==> config.mk <==
export PLATFORM = sky130hd
export DESIGN_NAME = rom_sample_streamer
export DESIGN_NICKNAME = d
export VERILOG_FILES = /design/src/rtl/audio_pkg.sv /design/src/rtl/sample_tick_div.sv /design/src/rtl/rom_sample_streamer.sv
export SDC_FILE = /design/constraint.sdc
export NUM_CORES = 1
export LEC_CHECK = 0
export ABC_AREA = 1
export BUFFER_PORTS_ARGS = -buffer_cell sky130_fd_sc_hd__buf_2
export CORE_UTILIZATION = 40
export DETAILED_ROUTE_END_ITERATION = 6
export GPL_TIMING_DRIVEN = 0
export PLACE_DENSITY_LB_ADDON = 0.2
export SLEW_MARGIN = 25
export SYNTH_ARGS = -nofsm -noshare
export SYNTH_HDL_FRONTEND = slang
export SYNTH_SLANG_ARGS = --single-unit
==> constraint.sdc <==
create_clock -name clk -period 2.7 [get_ports clk]
set_clock_uncertainty 0.2 [all_clocks]
set_input_delay 0.135 -clock clk [delete_from_list [all_inputs] [get_ports clk]]
set_output_delay 0.135 -clock clk [all_outputs]
set_load 0.05 [all_outputs]
==> src/rtl/audio_pkg.sv <==
// audio_pkg: shared types and constants for the audio sample playback path.
//   sample_t          - one Q1.14 two's complement audio sample
//   streamer_state_t  - playback FSM states of rom_sample_streamer
//   N_SAMPLES_*       - sample counts of the stored clips
//   SAMPLE_DIV_16K    - clk cycles per sample period at 50 MHz / 16 kHz
package audio_pkg;

  typedef logic [15:0] sample_t;

  typedef enum logic [1:0] {
    ST_IDLE      = 2'd0,
    ST_WAIT_TICK = 2'd1,
    ST_FETCH     = 2'd2,
    ST_DONE      = 2'd3
  } streamer_state_t;

  localparam int N_SAMPLES_4S   = 64000;
  localparam int N_SAMPLES_7S   = 112000;
  localparam int SAMPLE_DIV_16K = 3125;

endpackage

==> src/rtl/sample_tick_div.sv <==
// sample_tick_div: sample-rate divider. Counts 0..DIV-1 while enabled and
// wraps; tick is high in the cycle the count equals DIV-1.
// Ports:
//   clk   in  system clock
//   rst_n in  asynchronous active-low reset
//   clear in  synchronous return of the count to 0 (has priority over en)
//   en    in  count enable; the count holds while low
//   tick  out one-cycle pulse at the end of each sample period
module sample_tick_div #(
  parameter int DIV = 3125
) (
  input  logic clk,
  input  logic rst_n,
  input  logic clear,
  input  logic en,
  output logic tick
);

  localparam int            CW   = $clog2(DIV);
  localparam logic [CW-1:0] LAST = CW'(DIV - 1);

  logic [CW-1:0] cnt_r;

  // Divider count register: clear first, then wrap at DIV-1.
  always_ff @(posedge clk or negedge rst_n) begin
    if (!rst_n) begin
      cnt_r <= {CW{1'b0}};
    end else if (clear) begin
      cnt_r <= {CW{1'b0}};
    end else if (en) begin
      if (cnt_r == LAST) begin
        cnt_r <= {CW{1'b0}};
      end else begin
        cnt_r <= cnt_r + CW'(1'b1);
      end
    end else begin
      cnt_r <= cnt_r;
    end
  end

  // Tick is a pure decode of the count register, so it is glitch-free.
  assign tick = en && (cnt_r == LAST);

endmodule

==> src/rtl/rom_sample_streamer.sv <==
// rom_sample_streamer: paces reads of the single-port sample ROM at the audio
// sample rate, absorbs the ROM's one-cycle read latency and presents each
// Q1.14 sample on a valid/ready stream.
// Ports:
//   clk          in  system clock
//   rst_n        in  asynchronous active-low reset
//   start        in  pulse: begin playback from sample 0 (ignored while busy)
//   stop         in  pulse: abort playback, discard pending sample (wins over start)
//   rom_addr     out byte address to the ROM, {index, 2'b00} zero-extended
//   rom_rd       in  ROM read data, valid one cycle after rom_addr is sampled
//   sample_out   out current sample, passed through unmodified
//   sample_valid out sample_out holds an unconsumed sample
//   sample_ready in  consumer accepts the sample when high with sample_valid
//   busy         out high in WAIT_TICK and FETCH
//   done         out sticky end of non-looping playback, cleared by start
//   overrun      out sticky dropped sample tick, cleared by start
module rom_sample_streamer
  import audio_pkg::*;
#(
  parameter int   N_SAMPLES  = 64000,
  parameter int   SAMPLE_DIV = 3125,
  parameter logic LOOP       = 1'b1
) (
  input  logic        clk,
  input  logic        rst_n,
  input  logic        start,
  input  logic        stop,
  output logic [31:0] rom_addr,
  input  logic [15:0] rom_rd,
  output logic [15:0] sample_out,
  output logic        sample_valid,
  input  logic        sample_ready,
  output logic        busy,
  output logic        done,
  output logic        overrun
);

  localparam int               IDX_W    = (N_SAMPLES > 1) ? $clog2(N_SAMPLES) : 1;
  localparam logic [IDX_W-1:0] LAST_IDX = IDX_W'(N_SAMPLES - 1);

  streamer_state_t  state_r;
  streamer_state_t  state_nxt_s;
  logic [IDX_W-1:0] index_r;
  sample_t          sample_r;
  logic             valid_r;
  logic             busy_r;
  logic             done_r;
  logic             overrun_r;

  logic tick_s;
  logic div_en_s;
  logic div_clear_s;
  logic consume_s;
  logic slot_free_s;
  logic start_play_s;
  logic stop_act_s;
  logic fetch_s;
  logic drop_s;

  assign consume_s   = valid_r && sample_ready;
  // The slot is free if empty, or if the held sample leaves at this same edge.
  assign slot_free_s = !valid_r || consume_s;
  assign div_en_s    = (state_r == ST_WAIT_TICK) || (state_r == ST_FETCH);
  assign div_clear_s = start_play_s || stop_act_s;

  sample_tick_div #(
    .DIV (SAMPLE_DIV)
  ) u_tick_div (
    .clk   (clk),
    .rst_n (rst_n),
    .clear (div_clear_s),
    .en    (div_en_s),
    .tick  (tick_s)
  );

  // FSM state register.
  always_ff @(posedge clk or negedge rst_n) begin
    if (!rst_n) begin
      state_r <= ST_IDLE;
    end else begin
      state_r <= state_nxt_s;
    end
  end

  // FSM next-state and per-cycle control strobes; stop always wins.
  always_comb begin
    state_nxt_s  = state_r;
    start_play_s = 1'b0;
    stop_act_s   = 1'b0;
    fetch_s      = 1'b0;
    drop_s       = 1'b0;
    case (state_r)
      ST_IDLE: begin
        // stop has nothing to abort here; start together with stop is dropped.
        if (start && !stop) begin
          state_nxt_s  = ST_WAIT_TICK;
          start_play_s = 1'b1;
        end else begin
          state_nxt_s = ST_IDLE;
        end
      end
      ST_WAIT_TICK: begin
        if (stop) begin
          state_nxt_s = ST_IDLE;
          stop_act_s  = 1'b1;
        end else if (tick_s) begin
          if (slot_free_s) begin
            state_nxt_s = ST_FETCH;
          end else begin
            state_nxt_s = ST_WAIT_TICK;
            drop_s      = 1'b1;
          end
        end else begin
          state_nxt_s = ST_WAIT_TICK;
        end
      end
      ST_FETCH: begin
        if (stop) begin
          state_nxt_s = ST_IDLE;
          stop_act_s  = 1'b1;
        end else begin
          fetch_s = 1'b1;
          if ((index_r == LAST_IDX) && (LOOP == 1'b0)) begin
            state_nxt_s = ST_DONE;
          end else begin
            state_nxt_s = ST_WAIT_TICK;
          end
        end
      end
      ST_DONE: begin
        if (stop) begin
          state_nxt_s = ST_IDLE;
          stop_act_s  = 1'b1;
        end else if (start) begin
          state_nxt_s  = ST_WAIT_TICK;
          start_play_s = 1'b1;
        end else begin
          state_nxt_s = ST_DONE;
        end
      end
      default: begin
        state_nxt_s = ST_IDLE;
      end
    endcase
  end

  // Sample index: advances only at the end of FETCH, so rom_addr is stable
  // across the ROM's sampling edge. At the end of a non-looping clip it holds.
  always_ff @(posedge clk or negedge rst_n) begin
    if (!rst_n) begin
      index_r <= {IDX_W{1'b0}};
    end else if (stop_act_s || start_play_s) begin
      index_r <= {IDX_W{1'b0}};
    end else if (fetch_s) begin
      if (index_r == LAST_IDX) begin
        index_r <= (LOOP == 1'b1) ? {IDX_W{1'b0}} : index_r;
      end else begin
        index_r <= index_r + IDX_W'(1'b1);
      end
    end else begin
      index_r <= index_r;
    end
  end

  // Output slot: a FETCH reload overrides a same-cycle consumption.
  always_ff @(posedge clk or negedge rst_n) begin
    if (!rst_n) begin
      sample_r <= 16'h0000;
      valid_r  <= 1'b0;
    end else if (stop_act_s) begin
      sample_r <= sample_r;
      valid_r  <= 1'b0;
    end else if (fetch_s) begin
      sample_r <= rom_rd;
      valid_r  <= 1'b1;
    end else if (consume_s) begin
      sample_r <= sample_r;
      valid_r  <= 1'b0;
    end else begin
      sample_r <= sample_r;
      valid_r  <= valid_r;
    end
  end

  // Sticky status flags, both cleared when playback (re)starts.
  always_ff @(posedge clk or negedge rst_n) begin
    if (!rst_n) begin
      done_r    <= 1'b0;
      overrun_r <= 1'b0;
    end else if (start_play_s) begin
      done_r    <= 1'b0;
      overrun_r <= 1'b0;
    end else begin
      done_r    <= done_r || (fetch_s && (state_nxt_s == ST_DONE));
      overrun_r <= overrun_r || drop_s;
    end
  end

  // Busy is registered from the next state so it lines up with state_r.
  always_ff @(posedge clk or negedge rst_n) begin
    if (!rst_n) begin
      busy_r <= 1'b0;
    end else begin
      busy_r <= (state_nxt_s == ST_WAIT_TICK) || (state_nxt_s == ST_FETCH);
    end
  end

  assign rom_addr     = 32'({index_r, 2'b00});
  assign sample_out   = sample_r;
  assign sample_valid = valid_r;
  assign busy         = busy_r;
  assign done         = done_r;
  assign overrun      = overrun_r;

endmodule

; Word-level counts from Yosys, hierarchy flattened
; Cells that the tools add are included.
[totals]
word_cells = 68
rom_bits = 0
memories = 0
latch_bits = 0
ff_bits = 50
out_inout_bits = 52
mem_bits_rw = 0
[classes]
eq_ne = 8
n_addsub = 2
multipliers = 0
n_lt_le_gt_ge = 0
bitwise_logic = 1
div_mod_pow = 0
shift = 0
muxes = 31
n_reduce_logical = 18
[ops]
columns = cell, count
row1 = 2-to-1 mux 16 bit, 3
row2 = 2-to-1 mux 12 bit, 3
row3 = 2-to-1 mux 1 bit, 18
row4 = "adder 16 x 1 -> 16 bit, second input constant", 1
row5 = "== test 16 bit, second input constant", 1
row6 = "adder 12 x 1 -> 12 bit, second input constant", 1
row7 = "== test 12 bit, second input constant", 1
row8 = 2-to-1 mux 2 bit, 5
row9 = "== test 2 bit, second input constant", 4
row10 = one-hot mux 2 bit (4 select lines), 1
row11 = logical OR 1 bit, 6
row12 = "== test 2 x 1 -> 1 bit, second input constant", 2
row13 = logical AND 1 bit, 4
row14 = nonzero test 2 bit, 2
row15 = nonzero test 3 bit, 1
row16 = OR reduction 3 bit, 1
row17 = logical NOT 1 bit, 2
row18 = logical NOT 2 bit, 1
row19 = one-hot mux 1 bit (2 select lines), 1
row20 = AND reduction 2 bit, 1
row21 = inverter 1 bit, 1

; Depth between registers and ports, before layout
; Gate-level depths: netlist of the first run.
[depth]
word_depth = 10
mapped_depth = 13
mapped_depth_nobuf = 13

; By module
; From an unflattened synthesis of the first run, not the netlist that was laid out.
[hier_totals]
cells_unflattened = 394
hier_area_um2 = 2971.6
[modules_own_cells]
columns = module, seq_area_each_um2, area_each_um2, instances, cells_each
row1 = rom_sample_streamer, 950.9, 2194.6, 1, 284
row2 = sample_tick_div, 300.3, 777.0, 1, 110

; Worst setup path after synthesis of the first run
; OpenSTA, ideal clock, no wires.
[synth_timing]
path_type = register to register
start = reg index_r[0]
end = reg index_r[7]
path_buffers = 0
t_arrival_ps = 1637
slack_ps = 741
stages_incl_launch_ff = 9
required_time_ps = 2378
period_less_slack_ps = 1959
path_cell_list = dfrtp_1 > ha_1 > nand3_1 > inv_1 > nand2_1 > nor2_2 > nor2_4 > a21oi_1 > nor2_1
[synth_via]
elab_chain_cells = 4
elab_cells_between_ends = 5
classes_between = 1 x add/sub / 1 x eq/ne / 3 x mux
[synth_rtl]
columns = item, line
row1 = from (decl), rom_sample_streamer.sv:43  ; logic [IDX_W-1:0] index_r;
row2 = from (signal assigned), rom_sample_streamer.sv:151  ; index_r <= {IDX_W{1'b0}};
row3 = from (signal assigned), rom_sample_streamer.sv:153  ; index_r <= {IDX_W{1'b0}};
row4 = from (signal assigned), rom_sample_streamer.sv:156  ; index_r <= (LOOP == 1'b1) ? {IDX_W{1'b0}} : index_r;
row5 = adder 16 x 1 -> 16 bit / == test 16 bit (equally long branches), "rom_sample_streamer.sv:158, rom_sample_streamer.sv:155"
row6 = 2-to-1 mux 16 bit (*), rom_sample_streamer.sv:155  ; if (index_r == LAST_IDX) begin
row7 = 2-to-1 mux 16 bit (*), rom_sample_streamer.sv:154  ; end else if (fetch_s) begin
row8 = 2-to-1 mux 16 bit (*), rom_sample_streamer.sv:152  ; end else if (stop_act_s || start_play_s) begin
; Every way passes the cells marked *; elsewhere a longest branch is shown, timed or not. The select of a mux whose other input is x is not followed.
; A chain may end at the register's enable or synchronous reset.

; Worst setup path after layout of the first run
[layout_timing]
start = reg u_tick_div.cnt_r[0]
end = reg done_r, in the netlist done
[layout_via]
elab_chain_cells = 9
[layout_rtl]
columns = item, line
row1 = from (decl), sample_tick_div.sv:22  ; logic [CW-1:0] cnt_r;
row2 = from (signal assigned), sample_tick_div.sv:27  ; cnt_r <= {CW{1'b0}};
row3 = from (signal assigned), sample_tick_div.sv:29  ; cnt_r <= {CW{1'b0}};
row4 = from (signal assigned), sample_tick_div.sv:32  ; cnt_r <= {CW{1'b0}};
row5 = == test 12 bit, sample_tick_div.sv:42  ; assign tick = en && (cnt_r == LAST);
row6 = logical AND 1 bit, sample_tick_div.sv:42
row7 = 2-to-1 mux 2 bit, rom_sample_streamer.sv:106  ; end else if (tick_s) begin
row8 = 2-to-1 mux 2 bit, rom_sample_streamer.sv:103  ; if (stop) begin
row9 = one-hot mux 2 bit (4 select lines), rom_sample_streamer.sv:92  ; case (state_r)
row10 = net state_nxt_s[1], rom_sample_streamer.sv:42  ; streamer_state_t state_nxt_s;
row11 = == test 2 bit, rom_sample_streamer.sv:194  ; done_r <= done_r || (fetch_s && (state_nxt_s == ST_DONE));
row12 = logical AND 1 bit, rom_sample_streamer.sv:194
row13 = logical OR 1 bit, rom_sample_streamer.sv:194
row14 = 2-to-1 mux 1 bit, rom_sample_streamer.sv:190  ; end else if (start_play_s) begin
row15 = to (signal assigned), rom_sample_streamer.sv:194
row16 = to (decl), rom_sample_streamer.sv:47  ; logic done_r;
; The timed path passes the listed nets, and every way through them passes these cells.

==> impl_metrics.tcl, run 1 <==
set metrics [dict create \
    status "finished clean" \
    antenna_found_initial 0 \
    fmax_mhz 462 \
    relSlewSlack_pct 57.6 \
    cts_buffers 5 \
    routabilityCongestion 0.820 \
    synth-edff-count 0 \
    grt_pass1_vias 2473 \
    die_h_um 87.4 \
    place_area_um2 3370 \
    ys_warn_count 0 \
    core_um2 6910 \
    r2r_cells 13 \
    fin_area_um2 3680 \
    syn_avg_cell_area_um2 7.77 \
    ir_drop_mv 0.302 \
    worstMarginPinSlew_ns 0.635 \
    first_iter_violations 79 \
    fp.dieW_um 87.4 \
    fin_nets 504 \
    avgViaCountPerCell 4.55 \
    setup_violations 0 \
    track_usage_pct 18.0 \
    critPathRequiredTime_ns 2.75 \
    slew_violations 0 \
    hold_viol_final 0 \
    clkTransAtPathRegs_ns 0.10 \
    p_per_area_nw_per_um2 511 \
    start_kind "flip-flop" \
    fin_crit_ns 2.16 \
    syn_area_um2 2910 \
    ctsResizeCount 0 \
    htreeDepth 2 \
    synth_area_leaders "dfrtp_1, nand2_1, nor2_1" \
    cts-root-buf "clkbuf_8" \
    synth-seq-area-share_pct 42.9 \
    insertion_delay_ns 0.31 \
    layout-drive-gt1-share_pct 25.3 \
    end_kind "flip-flop" \
    synth_async_sr_flop_share_pct 100 \
    drt_pass1_iterations 4 \
    ant_nets 0 \
    met2WireLength_um 3110 \
    top_layer "met4" \
    std_cell_rows 30 \
    drv_cap 0 \
    wire_per_inst_um 11.3 \
    clock_sinks 50 \
    synthFlopType "dfrtp_1" \
    cts_tree "yes" \
    crit_fanout 4 \
    dpl.hpwl_um 4660 \
    diodes 0 \
    cts_setup_buffers 0 \
    clk_path_buf_depth 2 \
    grt_pass1_wl_um 10900 \
    min_path_type "in2async" \
    area.growth.synth_to_final_pct 26.3 \
    grt_max_degree 51 \
    drc 0 \
    critPathArrivalTime_ns 2.22 \
    ys_types 33 \
    leakage_uw 0.00195 \
    rsz0062_at_grt "no" \
    port_buffers 56 \
    post-synth-top-area-fraction_pct 42.9 \
    setup-tns-final_ns 0 \
    vias 2599 \
    gr-total-overflow 0 \
    critPathKind "reg2reg" \
    wl_met3_um 231 \
    initial_core_util_pct 42.2 \
    met1_length_um 3060 \
    die_area_um2 7630 \
    routed_wl_um 6430 \
    syn_inst 375 \
    io_pins 73 \
    period_share_pct 80.1 \
    synth_area_leader_cell "dfrtp_1" \
    ys_seq_elements 50 \
]
[cell usage in the layout (no fill, tap or decap), types with 2 or more instances in the layout]
| master | instances |
|---|---|
| nand2_2 | 6 |
| nand3_1 | 21 |
| inv_1 | 28 |
| ha_1 | 9 |
| buf_4 | 20 |
| conb_1 | 16 |
| clkbuf_8 | 5 |
| o21ai_0 | 8 |
| dlygate4sd3_1 | 21 |
| buf_2 | 57 |
| nand2_1 | 112 |
| a31oi_1 | 3 |
| nand3_2 | 3 |
| nand4_1 | 10 |
| nor2_1 | 44 |
| o21ai_1 | 2 |
| inv_2 | 9 |
| nor2_4 | 4 |
| buf_6 | 2 |
| nor2_2 | 6 |
| a21oi_1 | 17 |
| dfrtp_1 | 50 |
| xor2_1 | 7 |
[worst max-delay path: stages, from the launching register on]
cell,delay [ns]
dfrtp_1,0.43
inv_1,0.10
ha_1,0.18
nand2_1,0.06
nor2_1,0.11
nand3b_1,0.17
nor2_1,0.17
nand3_1,0.09
a21oi_1,0.19
ha_1,0.17
inv_1,0.04
nor2_1,0.08
o21ai_0,0.07
inv_1,0.06
[flip-flops by register name, summed over array words and instances (netlist names)]
| name | cells |
|---|---|
| busy | 1 |
| done | 1 |
| index_r | 16 |
| overrun | 1 |
| sample_out | 16 |
| sample_valid | 1 |
| state_r | 2 |
| u_tick_div.cnt_r | 12 |
[cell families after synthesis]
| kind of cell | Yosys count | synth area share [%] |
|---|---|---|
| fa+ha+maj | 9 | 3.86 |
| other cells | 1 | 0.129 |
| flops | 50 | 42.9 |
| xor+xnor | 7 | 2.10 |
| compound gates | 36 | 6.96 |
| buf+inv | 61 | 11.3 |
| simple gates | 211 | 32.7 |
[cell usage after synthesis (all sizes together) (3+ instances only)]
master,count
a21oi,17
a31oi,3
buf,23
dfrtp,50
ha,9
inv,37
nand2,119
nand3,25
nand4,10
nor2,54
o21ai,11
xor2,7
[metal layers]
layer	GRT usage [%]	vias up
li1	-	1355
met1	23.8	1181
met2	30.8	58
met3	3.03	5
met4	3.73	0
met5	0	-
[stage by stage]
stage                     hold WS [ns]  utilization, %  setup WS, ns  power [uW]  cells
after floorplan                 -0.361               -         0.741        1260    390
after global placement           0.128            48.8         0.564        1390    542
after detailed placement        0.0119            48.8         0.556        1400    542
after CTS                        0.210            53.3         0.538        1900    571
after global routing             0.268            53.3         0.278        1990    571
final                            0.175            53.3         0.538        1880    571
[report_power, final]
| part | switching [uW] | total, uW | internal (uW) |
|---|---|---|---|
| Sequential | 35.3 | 820 | 784 |
| Clock | 282 | 477 | 194 |
| Combinational | 390 | 586 | 196 |
[cell type report]
class | count | area, um2
Sequential cell | 50 | 1250
Clock buffer | 5 | 68.8
Multi-Input combinational cell | 279 | 1390
Tap cell | 96 | 120
Inverter | 38 | 155
Buffer | 23 | 175
Timing Repair Buffer | 77 | 493
Clock inverter | 3 | 28.8
Fill cell | 691 | 3230
[worst paths after layout]
| kind | from | to | slack, ns |
|---|---|---|---|
| setup / recovery | u_tick_div.cnt_r[0] | done | 0.54 |
| hold / removal | rst_n | index_r[3] | 0.18 |
| setup reg to reg | u_tick_div.cnt_r[0] | done | 0.54 |
| hold reg to reg | sample_out[9] | sample_out[9] | 0.28 |
| max in group asynchronous | rst_n | index_r[11] | 1.69 |
| min in group clk | sample_out[9] | sample_out[9] | 0.28 |
[timing repair]
item	4_1_cts	5_1_grt
setup endpoints to repair	0	0
hold endpoints to repair	69	0
hold buffers	21	0
Note: power is estimated with default switching activity, not from simulation.
==> inputs of run 2 (changes only) <==
Clock period 2.7 ns to 2.1 ns, I/O delays scaled along.
==> impl_metrics.tcl, run 2 (same netlist as run 1, synthesis figures left out) <==
set metrics [dict create \
    status "finished clean" \
    clk_path_buf_depth 2 \
    holdWs_ns 0.146 \
    p_per_area_nw_per_um2 674 \
    setup_violations 0 \
    vias 2667 \
    crit_chain "inv_2 > ha_1 > nand2_2 > buf_6 > buf_4 > a21oi_2 > dlygate4sd3_1" \
    ant_nets 0 \
    htreeDepth 2 \
    wire_per_inst_um 11.6 \
    drc 0 \
    critPathSlowestCell "dlygate4sd3_1" \
    cts-root-buf "clkbuf_8" \
    critPathArrivalTime_ns 2.07 \
    fmax_mhz 495 \
    clock_sinks 50 \
    dpl.hpwl_um 4660 \
    grt_pass1_wl_um 10900 \
    critPathRequiredTime_ns 2.15 \
    drv_cap 0 \
    p_total_uw 2560 \
    fin_nets 511 \
    die_h_um 87.4 \
    fp.dieW_um 87.4 \
    leakage_uw 0.00199 \
    relSlewSlack_pct 57.1 \
    avgViaCountPerCell 4.61 \
    end_kind "flip-flop" \
    first_iter_violations 89 \
    antenna_found_initial 0 \
    clkTransAtPathRegs_ns 0.10 \
    std_cell_rows 30 \
    cts_buffers 5 \
    cpPeakStageDelay_ns 0.55 \
    layout_common_cells "nand2_1, buf_2, dfrtp_1" \
    initial_core_util_pct 42.2 \
    setup-tns-final_ns 0 \
    rsz0062_at_grt "yes" \
    insertion_delay_ns 0.31 \
    port_buffers 56 \
    hold_viol_final 0 \
    routed_wl_um 6710 \
    layout-drive-gt1-share_pct 29.5 \
    grt_max_degree 51 \
    min_path_type "in2async" \
    cts_tree "yes" \
    place_inst 542 \
    critPathKind "reg2reg" \
    mostFrequentLayoutCell "nand2_1" \
    diodes 0 \
    crit_fanout 9 \
    die_area_um2 7630 \
    gr-total-overflow 0 \
    slew_violations 0 \
    worstMarginPinSlew_ns 0.643 \
    fin_crit_ns 2.02 \
    start_kind "flip-flop" \
    io_pins 73 \
    routabilityCongestion 0.820 \
    fin_area_um2 3790 \
    place_area_um2 3370 \
    period_share_pct 96.1 \
    area.growth.synth_to_final_pct 30.2 \
    drt_pass1_iterations 4 \
    instances_no_fill 578 \
    track_usage_pct 18.0 \
    core_um2 6910 \
    ir_drop_mv 0.412 \
    grt_pass1_vias 2487 \
]
## run 2: changes by cell type in the layout (fill, tap and decap cells not counted), moves of 2 or more
cell	change
ha_1	-4
buf_4	+6
a21oi_2	+2
nand3_2	+2
a21oi_1	-2
ha_4	+2
inv_1	-4
inv_2	+4
nand3_1	-2
ha_2	+2
## run 2: cell type report
| type | count | area, um2 |
|---|---|---|
| plain buffers | 23 | 179 |
| clock buffers | 5 | 68.8 |
| clock inverters | 3 | 28.8 |
| fillers | 678 | 3110 |
| inverters | 38 | 155 |
| multi-input cells | 279 | 1450 |
| flip-flops and latches | 50 | 1250 |
| well taps | 96 | 120 |
| repair buffers | 84 | 546 |
## run 2: worst paths after layout
kind / start / end / slack, ns / cells after the start
setup reg to reg: state_r[0] / sample_valid / 0.08 / 7
hold reg to reg: sample_out[9] / sample_out[9] / 0.28 / 2
setup / recovery: state_r[0] / sample_valid / 0.08 / 7
hold / removal: rst_n / index_r[3] / 0.15 / 2
min in group clk: sample_out[9] / sample_out[9] / 0.28 / 2
max in group asynchronous: rst_n / index_r[11] / 1.11 / 2
## run 2: layer usage
metal / vias up / GRT usage [%] / share of wire, %
li1: 1365 / - / -
met1: 1229 / 23.6 / 45
met2: 64 / 31.1 / 50
met3: 9 / 3.03 / 3.9
met4: 0 / 3.73 / 0.79
met5: - / 0 / 0
## run 2: stage by stage
stage          worst slack (ns)  util [%]
3_5_place_dp            -0.0438      48.8
3_3_place_gp            -0.0360      48.8
6_report                 0.0812      54.9
2_1_floorplan             0.141         -
5_1_grt                 -0.0535      54.9
4_1_cts                  0.0513      53.6
## run 2: timing repair
item,in CTS,in global routing
hold buffers,21,0
gates resized for setup,2,17
pin swaps,1,6
setup endpoints to repair,1,8
setup buffers,2,5
hold endpoints to repair,69,0
## run 2: power by group
part | internal, uW | switching (uW) | total, uW
combinational | 333 | 554 | 887
clock | 250 | 366 | 616
sequential | 1010 | 43.8 | 1050
## run 2: worst max-delay path, delay by kind of cell (launching register included)
kind / cells / cell delay (ns)
buffers and inverters: 4 / 0.98
DFF: 1 / 0.43
adders and majority gates: 1 / 0.17
AOI/OAI and AO/OA: 1 / 0.12
and+or+nand+nor: 1 / 0.07
